===== src/rtl/melody_sequencer.sv =====
// melody_sequencer: steps through a song memory and holds each note's half-period on freq for its duration.
// Optional feature: define PAUSE_EN to add a `pause` input that freezes the current note.
module melody_sequencer #(
    parameter int TICK_CYCLES = 2500000,
    parameter int GAP_TICKS   = 1,
    parameter int SONG_LEN    = 64,
    parameter int ADDR_W      = 8
) (
    input  logic              clk,
    input  logic              rst,
    input  logic              start,
    input  logic              stop,
    input  logic              loop_en,
`ifdef PAUSE_EN
    input  logic              pause,
`endif
    output logic [ADDR_W-1:0] rom_addr,
    input  logic [23:0]       rom_data,
    output logic [31:0]       freq,
    output logic              tone_en,
    output logic              busy,
    output logic              done,
    output logic [2:0]        state_dbg
);

    localparam int                PW         = $clog2(TICK_CYCLES + 1);
    localparam logic [PW-1:0]     PRESC_LAST = PW'(TICK_CYCLES - 1);
    localparam logic [3:0]        GAP_LAST   = 4'(GAP_TICKS - 1);
    localparam logic [ADDR_W-1:0] LAST_ADDR  = ADDR_W'(SONG_LEN - 1);

    typedef enum logic [2:0] {
        S_IDLE  = 3'd0,
        S_FETCH = 3'd1,
        S_LOAD  = 3'd2,
        S_PLAY  = 3'd3,
        S_GAP   = 3'd4
    } state_e;

    state_e            state_q, state_d;
    logic [ADDR_W-1:0] addr_q, addr_d;
    logic [19:0]       freq_q, freq_d;
    logic              tone_q, tone_d;
    logic [3:0]        dur_q, dur_d;
    logic [PW-1:0]     presc_q, presc_d;
    logic [3:0]        tick_q, tick_d;
    logic              done_q, done_d;
    logic              step_next;
    logic              song_end;
    logic              frozen;

`ifdef PAUSE_EN
    assign frozen = pause;
`else
    assign frozen = 1'b0;
`endif

    always_ff @(posedge clk) begin
        if (!rst) begin
            state_q <= S_IDLE;
            addr_q  <= '0;
            freq_q  <= '0;
            tone_q  <= 1'b0;
            dur_q   <= '0;
            presc_q <= '0;
            tick_q  <= '0;
            done_q  <= 1'b0;
        end else begin
            state_q <= state_d;
            addr_q  <= addr_d;
            freq_q  <= freq_d;
            tone_q  <= tone_d;
            dur_q   <= dur_d;
            presc_q <= presc_d;
            tick_q  <= tick_d;
            done_q  <= done_d;
        end
    end

    // start is a single-cycle request honoured only in IDLE; stop is a level that overrides everything.
    always_comb begin
        state_d   = state_q;
        addr_d    = addr_q;
        freq_d    = freq_q;
        tone_d    = tone_q;
        dur_d     = dur_q;
        presc_d   = presc_q;
        tick_d    = tick_q;
        done_d    = 1'b0;
        step_next = 1'b0;
        song_end  = 1'b0;

        case (state_q)
            S_IDLE: begin
                if (start) begin
                    state_d = S_FETCH;
                    addr_d  = '0;
                end
            end
            S_FETCH: state_d = S_LOAD;
            S_LOAD: begin
                if (rom_data[23:20] == 4'd0) begin
                    song_end = 1'b1;
                end else begin
                    state_d = S_PLAY;
                    freq_d  = rom_data[19:0];
                    tone_d  = (rom_data[19:0] != 20'd0);
                    dur_d   = rom_data[23:20];
                    presc_d = '0;
                    tick_d  = '0;
                end
            end
            S_PLAY: begin
                if (!frozen) begin
                    if (presc_q == PRESC_LAST) begin
                        presc_d = '0;
                        tick_d  = tick_q + 4'd1;
                        if (tick_q == dur_q - 4'd1) begin
                            if (GAP_TICKS > 0) begin
                                state_d = S_GAP;
                                tone_d  = 1'b0;
                                tick_d  = '0;
                            end else begin
                                step_next = 1'b1;
                            end
                        end
                    end else begin
                        presc_d = presc_q + PW'(1);
                    end
                end
            end
            S_GAP: begin
                if (!frozen) begin
                    if (presc_q == PRESC_LAST) begin
                        presc_d = '0;
                        tick_d  = tick_q + 4'd1;
                        if (tick_q == GAP_LAST) begin
                            step_next = 1'b1;
                        end
                    end else begin
                        presc_d = presc_q + PW'(1);
                    end
                end
            end
            default: state_d = S_IDLE;
        endcase

        // Advance to the next entry unless the last addressable entry was just played.
        if (step_next) begin
            if (addr_q == LAST_ADDR) begin
                song_end = 1'b1;
            end else begin
                addr_d  = addr_q + ADDR_W'(1);
                state_d = S_FETCH;
            end
        end

        if (song_end) begin
            if (loop_en) begin
                addr_d  = '0;
                state_d = S_FETCH;
            end else begin
                state_d = S_IDLE;
                done_d  = 1'b1;
                freq_d  = '0;
                tone_d  = 1'b0;
            end
        end

        if (stop) begin
            state_d = S_IDLE;
            addr_d  = '0;
            freq_d  = '0;
            tone_d  = 1'b0;
            presc_d = '0;
            tick_d  = '0;
            done_d  = 1'b0;
        end
    end

    always_comb begin
        rom_addr  = addr_q;
        freq      = {12'b0, freq_q};
        busy      = (state_q != S_IDLE);
        done      = done_q;
        state_dbg = state_q;
        // Pause silences the divider without losing the note's own tone value.
        tone_en   = tone_q & ~(frozen & ((state_q == S_PLAY) | (state_q == S_GAP)));
    end

endmodule


===== config.mk =====
export PLATFORM = sky130hd
export DESIGN_NAME = melody_sequencer
export DESIGN_NICKNAME = d
export VERILOG_FILES = /design/src/rtl/melody_sequencer.sv
export SDC_FILE = /design/constraint.sdc
export NUM_CORES = 1
export LEC_CHECK = 0
export BUFFER_PORTS_ARGS = -buffer_cell sky130_fd_sc_hd__buf_2
export CAP_MARGIN = 10
export CORE_ASPECT_RATIO = 2
export CORE_MARGIN = 2
export CORE_UTILIZATION = 53
export DETAILED_ROUTE_END_ITERATION = 10
export PLACE_DENSITY = 0.79
export RECOVER_POWER = 50
export SKIP_CTS_REPAIR_TIMING = 1
export SYNTH_ARGS = -nofsm -noshare
export SYNTH_HDL_FRONTEND = slang
export SYNTH_SLANG_ARGS = --single-unit

===== constraint.sdc =====
create_clock -name clk -period 2.7 [get_ports clk]
set_input_delay 0.54 -clock clk [delete_from_list [all_inputs] [get_ports clk]]
set_output_delay 0.54 -clock clk [all_outputs]
set_load 0.03 [all_outputs]

**Word level (Yosys, flattened, before mapping)**

Cells that the tools add are included.

- Flip-flop bits (word level): 63
- Input bits: 29
- Word-level logic and storage cells: 79
- Output and inout port bits: 46

- Equality and inequality tests: 10
- Bitwise operators: 3
- $add $sub $neg: 4
- Multiplexer cells: 41
- Reductions and logical operators: 13

Operators with widths:

| cell | count |
|---|---|
| 20-bit two-way mux | 4 |
| 8-bit two-way mux | 6 |
| 22-bit two-way mux | 2 |
| 22-bit case mux with 2 select lines | 1 |
| 22-bit by 1-bit adder with 22-bit output, second input constant | 1 |
| 22-bit equality test, second input constant | 1 |
| 3-bit two-way mux | 7 |
| 20-bit nonzero test | 1 |
| 4-bit two-way mux | 4 |
| 3-bit case mux with 5 select lines | 1 |
| 1-bit two-way mux | 14 |
| 4-bit case mux with 3 select lines | 1 |
| 8-bit by 1-bit adder with 8-bit output, second input constant | 1 |
| 8-bit by 6-bit equality test with 1-bit output, second input constant | 1 |
| 4-bit zero test | 2 |
| 3-bit by 2-bit equality test with 1-bit output, second input constant | 2 |
| 2-bit != test, second input constant | 3 |
| 3-bit nonzero test | 2 |
| 4-bit by 1-bit adder with 4-bit output, second input constant | 1 |
| 4-bit equality test | 1 |
| 2-bit AND reduction | 2 |
| 4-bit AND reduction | 1 |
| 2-bit OR reduction | 2 |
| 4-bit by 1-bit subtractor with 4-bit output, second input constant | 1 |
| other kinds (7) | 9 |

**Depth between registers and ports, before layout**

Gate-level depths: netlist of run 1.

- Word-level depth: 8
- Gate-level depth with buffers: 7

**Worst setup path after synthesis of run 1**

No wires, ideal clock.

- Kind: reg-to-reg
- Start: reg state_q[2] (netlist: state_dbg[2])
- End: reg addr_q[4] (netlist: rom_addr[4])
- Clock period less this slack: 2327 ps
- Library setup time: 79 ps
- Cell stages (with the launch flop): 7
- Buffers on the path: 1
- Arrival time: 2247 ps
- Slack: 373 ps
- Cells stage by stage: dfxtp_1 nor3b_4 nand3_1 or4_1 buf_2 or3_1 a211oi_2

- Longest elaborated chain between the ends: 6
- Elaborated cells on any way between the ends: 12
- Classes of those cells: eq/ne (2); mux (9); reduce/logical (1)

RTL lines:

| what | RTL line | source |
|---|---|---|
| start: declaration | 39 | `state_e state_q, state_d;` |
| start signal: assignment | 68 | `state_q <= state_d;` |
| 3-bit zero test | 92 | `case (state_q)` |
| 8-bit two-way mux | 92 |  |
| 8-bit two-way mux | 149 | `if (addr_q == LAST_ADDR) begin` |
| 8-bit two-way mux | 148 | `if (step_next) begin` |
| 8-bit two-way mux | 158 | `if (loop_en) begin` |
| 8-bit two-way mux * | 157 | `if (song_end) begin` |
| end signal: assignment | 69 | `addr_q <= addr_d;` |
| end: declaration | 40 | `logic [ADDR_W-1:0] addr_q, addr_d;` |

Every way passes the cells marked *; elsewhere a longest branch is shown, timed or not.
A chain may end at the register's enable or synchronous reset.

**Worst setup path in the final report of run 1**

- Start: reg presc_q[0]
- End: reg addr_q[4] (netlist: rom_addr[4])

- Longest elaborated chain between the ends: 6
- Elaborated cells on any way between the ends: 7
- Classes of those cells: eq/ne (1); mux (6)

RTL lines:

| what | RTL line | source |
|---|---|---|
| start: declaration | 44 | `logic [PW-1:0] presc_q, presc_d;` |
| start signal: assignment | 73 | `presc_q <= presc_d;` |
| 22-bit equality test * | 114, 133 |  |
| 1-bit two-way mux * | 133 | `if (presc_q == PRESC_LAST) begin` |
| 1-bit two-way mux * | - |  |
| 8-bit two-way mux | 148 |  |
| 8-bit two-way mux | 158 |  |
| 8-bit two-way mux * | 157 |  |

Marked as above.

==> parameters.txt, run 1 <==
Parameter                              Value

Timing
  Slew headroom    61.71%
  # setup viols final    0
  Max-slew violation total from the final report    0
  Aggregate negative setup slack    0 ns
  Worst Max-Slew Pin Slew    0.5691 ns
  FMAX    409.2 MHz
  Setup repair after global routing missed its margin    false
  Tcrit/Tclk final    90.50%
  Final Skew    0.007733 ns
  Number of endpoints with negative hold slack in the final report    0
  Min cycle time layout    2.444 ns

Route
  Residual DRC count    0
  Initial DRC Count    231
  Vias per cell    5.909
  Detailed-routing iteration count for the pre-antenna-repair pass    4
  Via count    3,061
  Remaining number of nets flagged by the antenna check after routing    0
  Routed wire length per instance    15.01 um
  Final wirelength    7774 um

Global route
  Pin count of the biggest net entering global routing    29
  Initial antenna violation count    0
  Total congestion overflow    0
  Via count of the first global-routing pass    2,970
  First-pass GRT wire length    12,930 um
  Aggregate global-route resource usage    25.04%

Critical path
  Category of the worst setup path launch point    register
  Cell at the slowest stage of the critical path    or4_1
  Required time at the endpoint of the critical path    2.95 ns
  Data arrival time of the critical path    2.69 ns
  Endpoint kind of the worst setup timing path    register
  R2R cell count    6
  Worst path max stage delay    0.72 ns
  CP cell instances    ha_1, and3_1, nand4_1, or4_1, or3_1, a211oi_2
  Largest driver fanout on the critical path    8
  Startpoint-to-endpoint class of the critical path    reg2reg

Finish
  Net count reported at finish    487
  Layout overhead on the synthesized area    19.97%
  Number of non-filler instances in the completed layout    518
  Layout cells sized above 1    12.91%
  Number of diodes added for antenna fixing    0

Synthesis
  Average cell area after synthesis    8.191 um2
  Cell Area, Synth    0.003146 mm2
  Unique cell type count in the Yosys netlist    49
  Sequential-to-total area share from yosys stat    40.10%
  Most common flop cell mapped by yosys    dfxtp_1
  Async SR Flop Fraction    0%
  Seq cells post-synth    63
  Number of warnings issued by yosys    0
  Post-synth EDFFs    0
  Post-Synthesis Cells    384

Run status
  Outcome    finished clean

Floorplanning
  Core Footprint    0.005709 mm2
  Die Y-Extent    113.0 um
  # rows    39
  Starting density of the core    55.10%
  Die area    0.006605 mm2
  Top Ports    75
  Floorplan die width    58.48 um

CTS
  Clock slew at the register clock pins of the worst setup and hold paths    0.05 ns
  Insertion delay to the later sink of the worst-skew pair    0.33 ns
  Root buffer cell    clkbuf_16
  Total clock sinks    63
  TritonCTS clock tree    done
  Number of H-tree levels    3
  Number of buffers created by CTS    9
  Max clock buf depth    2

Power and ir drop
  Maximum resistive drop on vdd    0.0006233 V
  Power per unit of standard cell area    601.6 mW/mm2
  Leakage power summed over all cells    1.265 nW

Placed design
  Number of cells in the design after placement    503
  Placer congestion estimate    0.9418
  HPWL reported at the end of detailed placement    5793 um
  Quantity of I/O buffers inserted on ports    62

Min path
  Worst min-delay path class    in2reg
  Hold Crit Depth    2

Run
  Max-capacitance violation count    0
-- path summary, 6_finish.rpt --
check             start           to  slack, ns
max          presc_q[0]  rom_addr[4]       0.26
min             loop_en         done       0.44
min reg2reg  freq_q[14]   freq_q[14]       0.45
max reg2reg  presc_q[0]  rom_addr[4]       0.26
-- report_power, final --
group | internal (W) | switching (W) | total, W | leakage [nW]
registers | 0.000935 | 0.00000563 | 0.000941 | 0.508
logic | 0.0000354 | 0.0000826 | 0.000118 | 0.602
clock network | 0.000823 | 0.000388 | 0.00121 | 0.155
-- sequential cells by signal (all words and copies together), names as in the netlist --
register and count:
state_dbg 3, done 1, freq_q 20, presc_q 22, dur_q 4, tick_q 4
rom_addr 8, tone_en 1
-- worst max-delay path: cells and delay by family, from the launching register on --
| kind | cells | cell delay, ns |
|---|---|---|
| AO/OA/AOI/OAI | 1 | 0.21 |
| adder cells (fa/ha/maj) | 1 | 0.21 |
| flip-flops | 1 | 0.36 |
| AND/OR/NAND/NOR | 4 | 1.58 |
-- Yosys cell counts, drive strengths merged, types with 4 or more instances --
master	number	area share, %
ha	5	2.0
or4	4	0.95
nor3	16	2.5
a21oi	35	5.6
a22oi	4	0.95
inv	10	1.2
xnor2	20	5.6
and2	4	0.80
o21ai	11	1.8
and3	4	0.80
dfxtp	63	40
nand2	56	6.7
nand3	20	3.2
nor2b	7	1.4
nor4	20	4.0
clkbuf	9	1.1
buf	17	3.9
or3	7	1.4
nor2	26	3.1
nand4	7	1.4
-- placed cells by master (no fill, tap or decap), types with 4 or more instances in the layout --
| cell | synthesis | routed |
|---|---|---|
| dfxtp_1 | 63 | 63 |
| nand2_1 | 56 | 56 |
| clkbuf_1 | 9 | 37 |
| a21oi_1 | 35 | 35 |
| buf_2 | 4 | 28 |
| nor2_1 | 26 | 26 |
| nor4_1 | 20 | 20 |
| xnor2_1 | 20 | 20 |
| nand3_1 | 20 | 20 |
| nor3_1 | 16 | 15 |
| conb_1 | 1 | 12 |
| o21ai_0 | 11 | 11 |
| inv_1 | 10 | 10 |
| clkbuf_16 | 0 | 9 |
| nor2b_1 | 7 | 7 |
| nand4_1 | 7 | 7 |
| or3_1 | 7 | 7 |
| buf_4 | 12 | 7 |
| ha_1 | 5 | 5 |
| and3_1 | 4 | 4 |
| or4_1 | 4 | 4 |
| and2_1 | 4 | 4 |
| a22oi_1 | 4 | 4 |
-- per-stage QoR --
step                hold slack (ns)  utilization (%)  instance area, um2  worst slack [ns]  power, W
floorplan                    0.4491                -                3187            0.3735  0.001047
global placement             0.4394            61.63                3518            0.3321  0.001078
detailed placement           0.4441            61.63                3518            0.2800  0.001079
global route                 0.4606            66.10                3774           0.08946  0.002344
CTS                          0.4305            67.11                3831            0.2550  0.002296
finish                       0.4377            66.10                3774            0.2564  0.002270
-- kinds of logic after synthesis --
family          after synthesis  synth area share [%]
simple gates                189                 31.78
compound gates               66                 12.77
flops                        63                 40.10
buf+inv                      36                 6.126
xor+xnor                     24                 7.120
fa+ha+maj                     5                 1.989
other cells                   1                0.1192
-- per-layer routing --
metal  vias up  GRT usage (%)  wire [um]
met2       122          46.29       4307
met1      1426          23.72       2750
li1       1489              -          -
met5         -              0          0
met4         0          13.80        279
met3        24          6.400        436
-- area by class of cell --
type,count,area [um2]
Inverter,10,37.54
Tap cell,61,76.32
Timing Repair Buffer,73,352.8
Fill cell,490,1936
Sequential cell,63,1261
Clock buffer,11,242.7
Clock inverter,4,70.07
Multi-Input combinational cell,296,1733
Power figures use the tool's default switching activity.
==> run 2, diff against run 1 <==
CORE_UTILIZATION = 55   (was 53)
CTS_BUF_LIST = sky130_fd_sc_hd__clkbuf_8   (was default)
PLACE_DENSITY = 0.82   (was 0.79)
==> run 2 against run 1 <==
Clock power down 30%. Final cell count up 0.19%. Maximum frequency up 1.6%. Setup slack better by 0.039 ns. Sequential share of layout area up 1.0 points. Register-to-register slack better by 0.04 ns. Clock skew up 0.00093 ns. Combinational power about the same. Sequential cell count unchanged. Total power down 16%. Largest cell class unchanged.
==> parameters.txt, run 2 (synthesis results as in run 1) <==
Parameter                              Value

Route
  Residual DRC count    0 (unchanged)
  Initial DRC Count    181 (-22%)
  Final wirelength    7248 um (-6.8%)
  Routed wire length per instance    13.97 um (-6.9%)
  Via count    2,953 (-3.5%)
  Detailed-routing iteration count for the pre-antenna-repair pass    4 (unchanged)
  Vias per cell    5.690 (-3.7%)
  Remaining number of nets flagged by the antenna check after routing    0 (unchanged)

Finish
  Layout cells sized above 1    12.45% (-0.46 points)
  Utilization of the core after routing    65.28% (-0.81 points)
  Filler cells    493 (+0.61%)
  Register ranked first by flip-flop count    presc_q
  Commonest cells after routing, fill and taps aside    63 x dfxtp_1, 56 x nand2_1, 39 x clkbuf_1
  Layout overhead on the synthesized area    16.47%
  Final Cell Area    0.003664 mm2 (-2.9%)
  Most common cell after layout, fill and taps aside    dfxtp_1
  Number of diodes added for antenna fixing    0 (unchanged)
  Net count reported at finish    487 (unchanged)
  Max reg flops    22 (unchanged)

Run
  Max-capacitance violation count    0 (unchanged)

Floorplanning
  # rows    39 (unchanged)
  Die area    0.006377 mm2 (-3.5%)
  Top Ports    75 (unchanged)
  Floorplan die width    57.48 um (-1.7%)
  Starting density of the core    56.05% (+0.96 points)
  Core Footprint    0.005612 mm2 (-1.7%)
  Die Y-Extent    111.0 um (-1.8%)

CTS
  TritonCTS clock tree    done
  Number of buffers created by CTS    9 (unchanged)
  Number of H-tree levels    3 (unchanged)
  Root buffer cell    clkbuf_8
  Max clock buf depth    2 (unchanged)
  Total clock sinks    63 (unchanged)
  Clock slew at the register clock pins of the worst setup and hold paths    0.07 ns (+0.02 ns)
  Insertion delay to the later sink of the worst-skew pair    0.35 ns (+0.02 ns)

Timing
  # setup viols final    0 (unchanged)
  Worst Max-Slew Pin Slew    1.024 ns (+0.4551 ns)
  Max-slew violation total from the final report    0 (unchanged)
  Aggregate negative setup slack    0 ns (unchanged)
  Min cycle time layout    2.405 ns (-0.03906 ns)
  Slew headroom    31.72% (-30 points)
  FMAX    415.9 MHz (+1.6%)
  Final Skew    0.008661 ns (+0.0009280 ns)
  Setup repair after global routing missed its margin    false
  Tcrit/Tclk final    89.06% (-1.4 points)
  Number of endpoints with negative hold slack in the final report    0 (unchanged)

Critical path
  Data arrival time of the critical path    2.68 ns (about the same)
  Largest driver fanout on the critical path    8 (unchanged)
  Cell depth of the worst setup path    6 (unchanged)
  Cell family with the largest share of critical-path delay    simple AND/OR/NAND/NOR gates
  FF-to-FF End    rom_addr[4]
  Endpoint kind of the worst setup timing path    register
  Source of the worst register-to-register timing path    presc_q[0]
  R2R cell count    6 (unchanged)
  Category of the worst setup path launch point    register
  Number of buffers and inverters on the critical path    0 (unchanged)
  CP cell instances    ha_1, and3_1, nand4_1, or4_1, or3_1, a211oi_2
  Cell at the slowest stage of the critical path    or4_1
  Worst reg-to-reg setup slack    0.30 ns (+0.04 ns)
  Startpoint-to-endpoint class of the critical path    reg2reg
  Required time at the endpoint of the critical path    2.97 ns (+0.02 ns)
  Worst path max stage delay    0.70 ns (-0.02 ns)

Global route
  Via count of the first global-routing pass    2,682 (-9.7%)
  Initial antenna violation count    0 (unchanged)
  First-pass GRT wire length    12,050 um (-6.8%)
  Total congestion overflow    0 (unchanged)
  Aggregate global-route resource usage    23.42% (-1.6 points)
  Pin count of the biggest net entering global routing    29 (unchanged)

Min path
  Origin of the worst min-delay path    loop_en
  Worst min-delay path class    in2reg
  Hold Crit Depth    2 (unchanged)
  Capture endpoint of the worst hold path    done

Run status
  Outcome    finished clean

Power and ir drop
  Leakage power summed over all cells    1.214 nW (-4.1%)
  Power per unit of standard cell area    521.4 mW/mm2 (-13%)
  Maximum resistive drop on vdd    0.0004531 V (-27%)

Placed design
  Placer congestion estimate    0.8664 (-8.0%)
  HPWL reported at the end of detailed placement    5120 um (-12%)
  Quantity of I/O buffers inserted on ports    62 (unchanged)
  Placed Area    0.003518 mm2 (unchanged)
## run 2: cell types whose count changed in the layout (fill, tap and decap cells not counted), sizes merged
cell,previous run,this run
buf,36,34
clkbuf,48,51
bufinv,2,1
inv,10,11
## run 2: layout make-up
class / count / area [um2] / area share [%]
multi-input cells: 296 / 1733 / 47.30
flip-flops and latches: 63 / 1261 / 34.43
clock buffers: 12 / 165.2 / 4.508
inverters: 10 / 37.54 / 1.025
repair buffers: 73 / 346.6 / 9.460
clock inverters: 4 / 43.79 / 1.195
well taps: 61 / 76.32 / 2.083
## run 2: worst reg2reg max path: stages (launching register included)
cell and delay, ns:
dfxtp_1 0.37, ha_1 0.22, and3_1 0.24, nand4_1 0.21
or4_1 0.70, or3_1 0.40, a211oi_2 0.21
## run 2: stage by stage
step	hold WS [ns]	power [W]	setup slack (ns)	cells
3_3_place_gp	0.4385	0.001079	0.3901	503
4_1_cts	0.4001	0.001926	0.3112	519
6_report	0.4126	0.001910	0.2954	519
2_1_floorplan	0.4491	0.001047	0.3735	395
5_1_grt	0.4129	0.001966	0.1059	519
3_5_place_dp	0.4435	0.001080	0.3193	503
## run 2: routing by layer
metal | vias to the layer above | share of wire (%) | GRT usage (%)
li1 | 1481 | - | -
met1 | 1368 | 44 | 30.97
met2 | 88 | 48 | 34.92
met3 | 16 | 5.1 | 6.651
met4 | 0 | 2.3 | 10.39
met5 | - | 0 | 0
## run 2: how the worst max path moves through the flow
| stage | startpoint | slack (ns) | to |
|---|---|---|---|
| 2_1_floorplan | state_dbg[2] | 0.37 | rom_addr[4] |
| 5_1_grt | presc_q[0] | 0.11 | rom_addr[4] |
| 6_report | presc_q[0] | 0.30 | rom_addr[4] |
| 3_5_place_dp | presc_q[0] | 0.32 | rom_addr[4] |
| 4_1_cts | presc_q[0] | 0.31 | rom_addr[4] |
| 3_3_place_gp | presc_q[0] | 0.39 | rom_addr[4] |
## run 2: where the power goes
| group | leakage [nW] | total, W | switching [W] | internal [W] |
|---|---|---|---|---|
| logic | 0.593 | 0.000119 | 0.0000829 | 0.0000361 |
| clock network | 0.114 | 0.000852 | 0.000357 | 0.000495 |
| registers | 0.508 | 0.000939 | 0.00000556 | 0.000933 |
| total | 1.21 | 0.00191 | 0.000445 | 0.00146 |
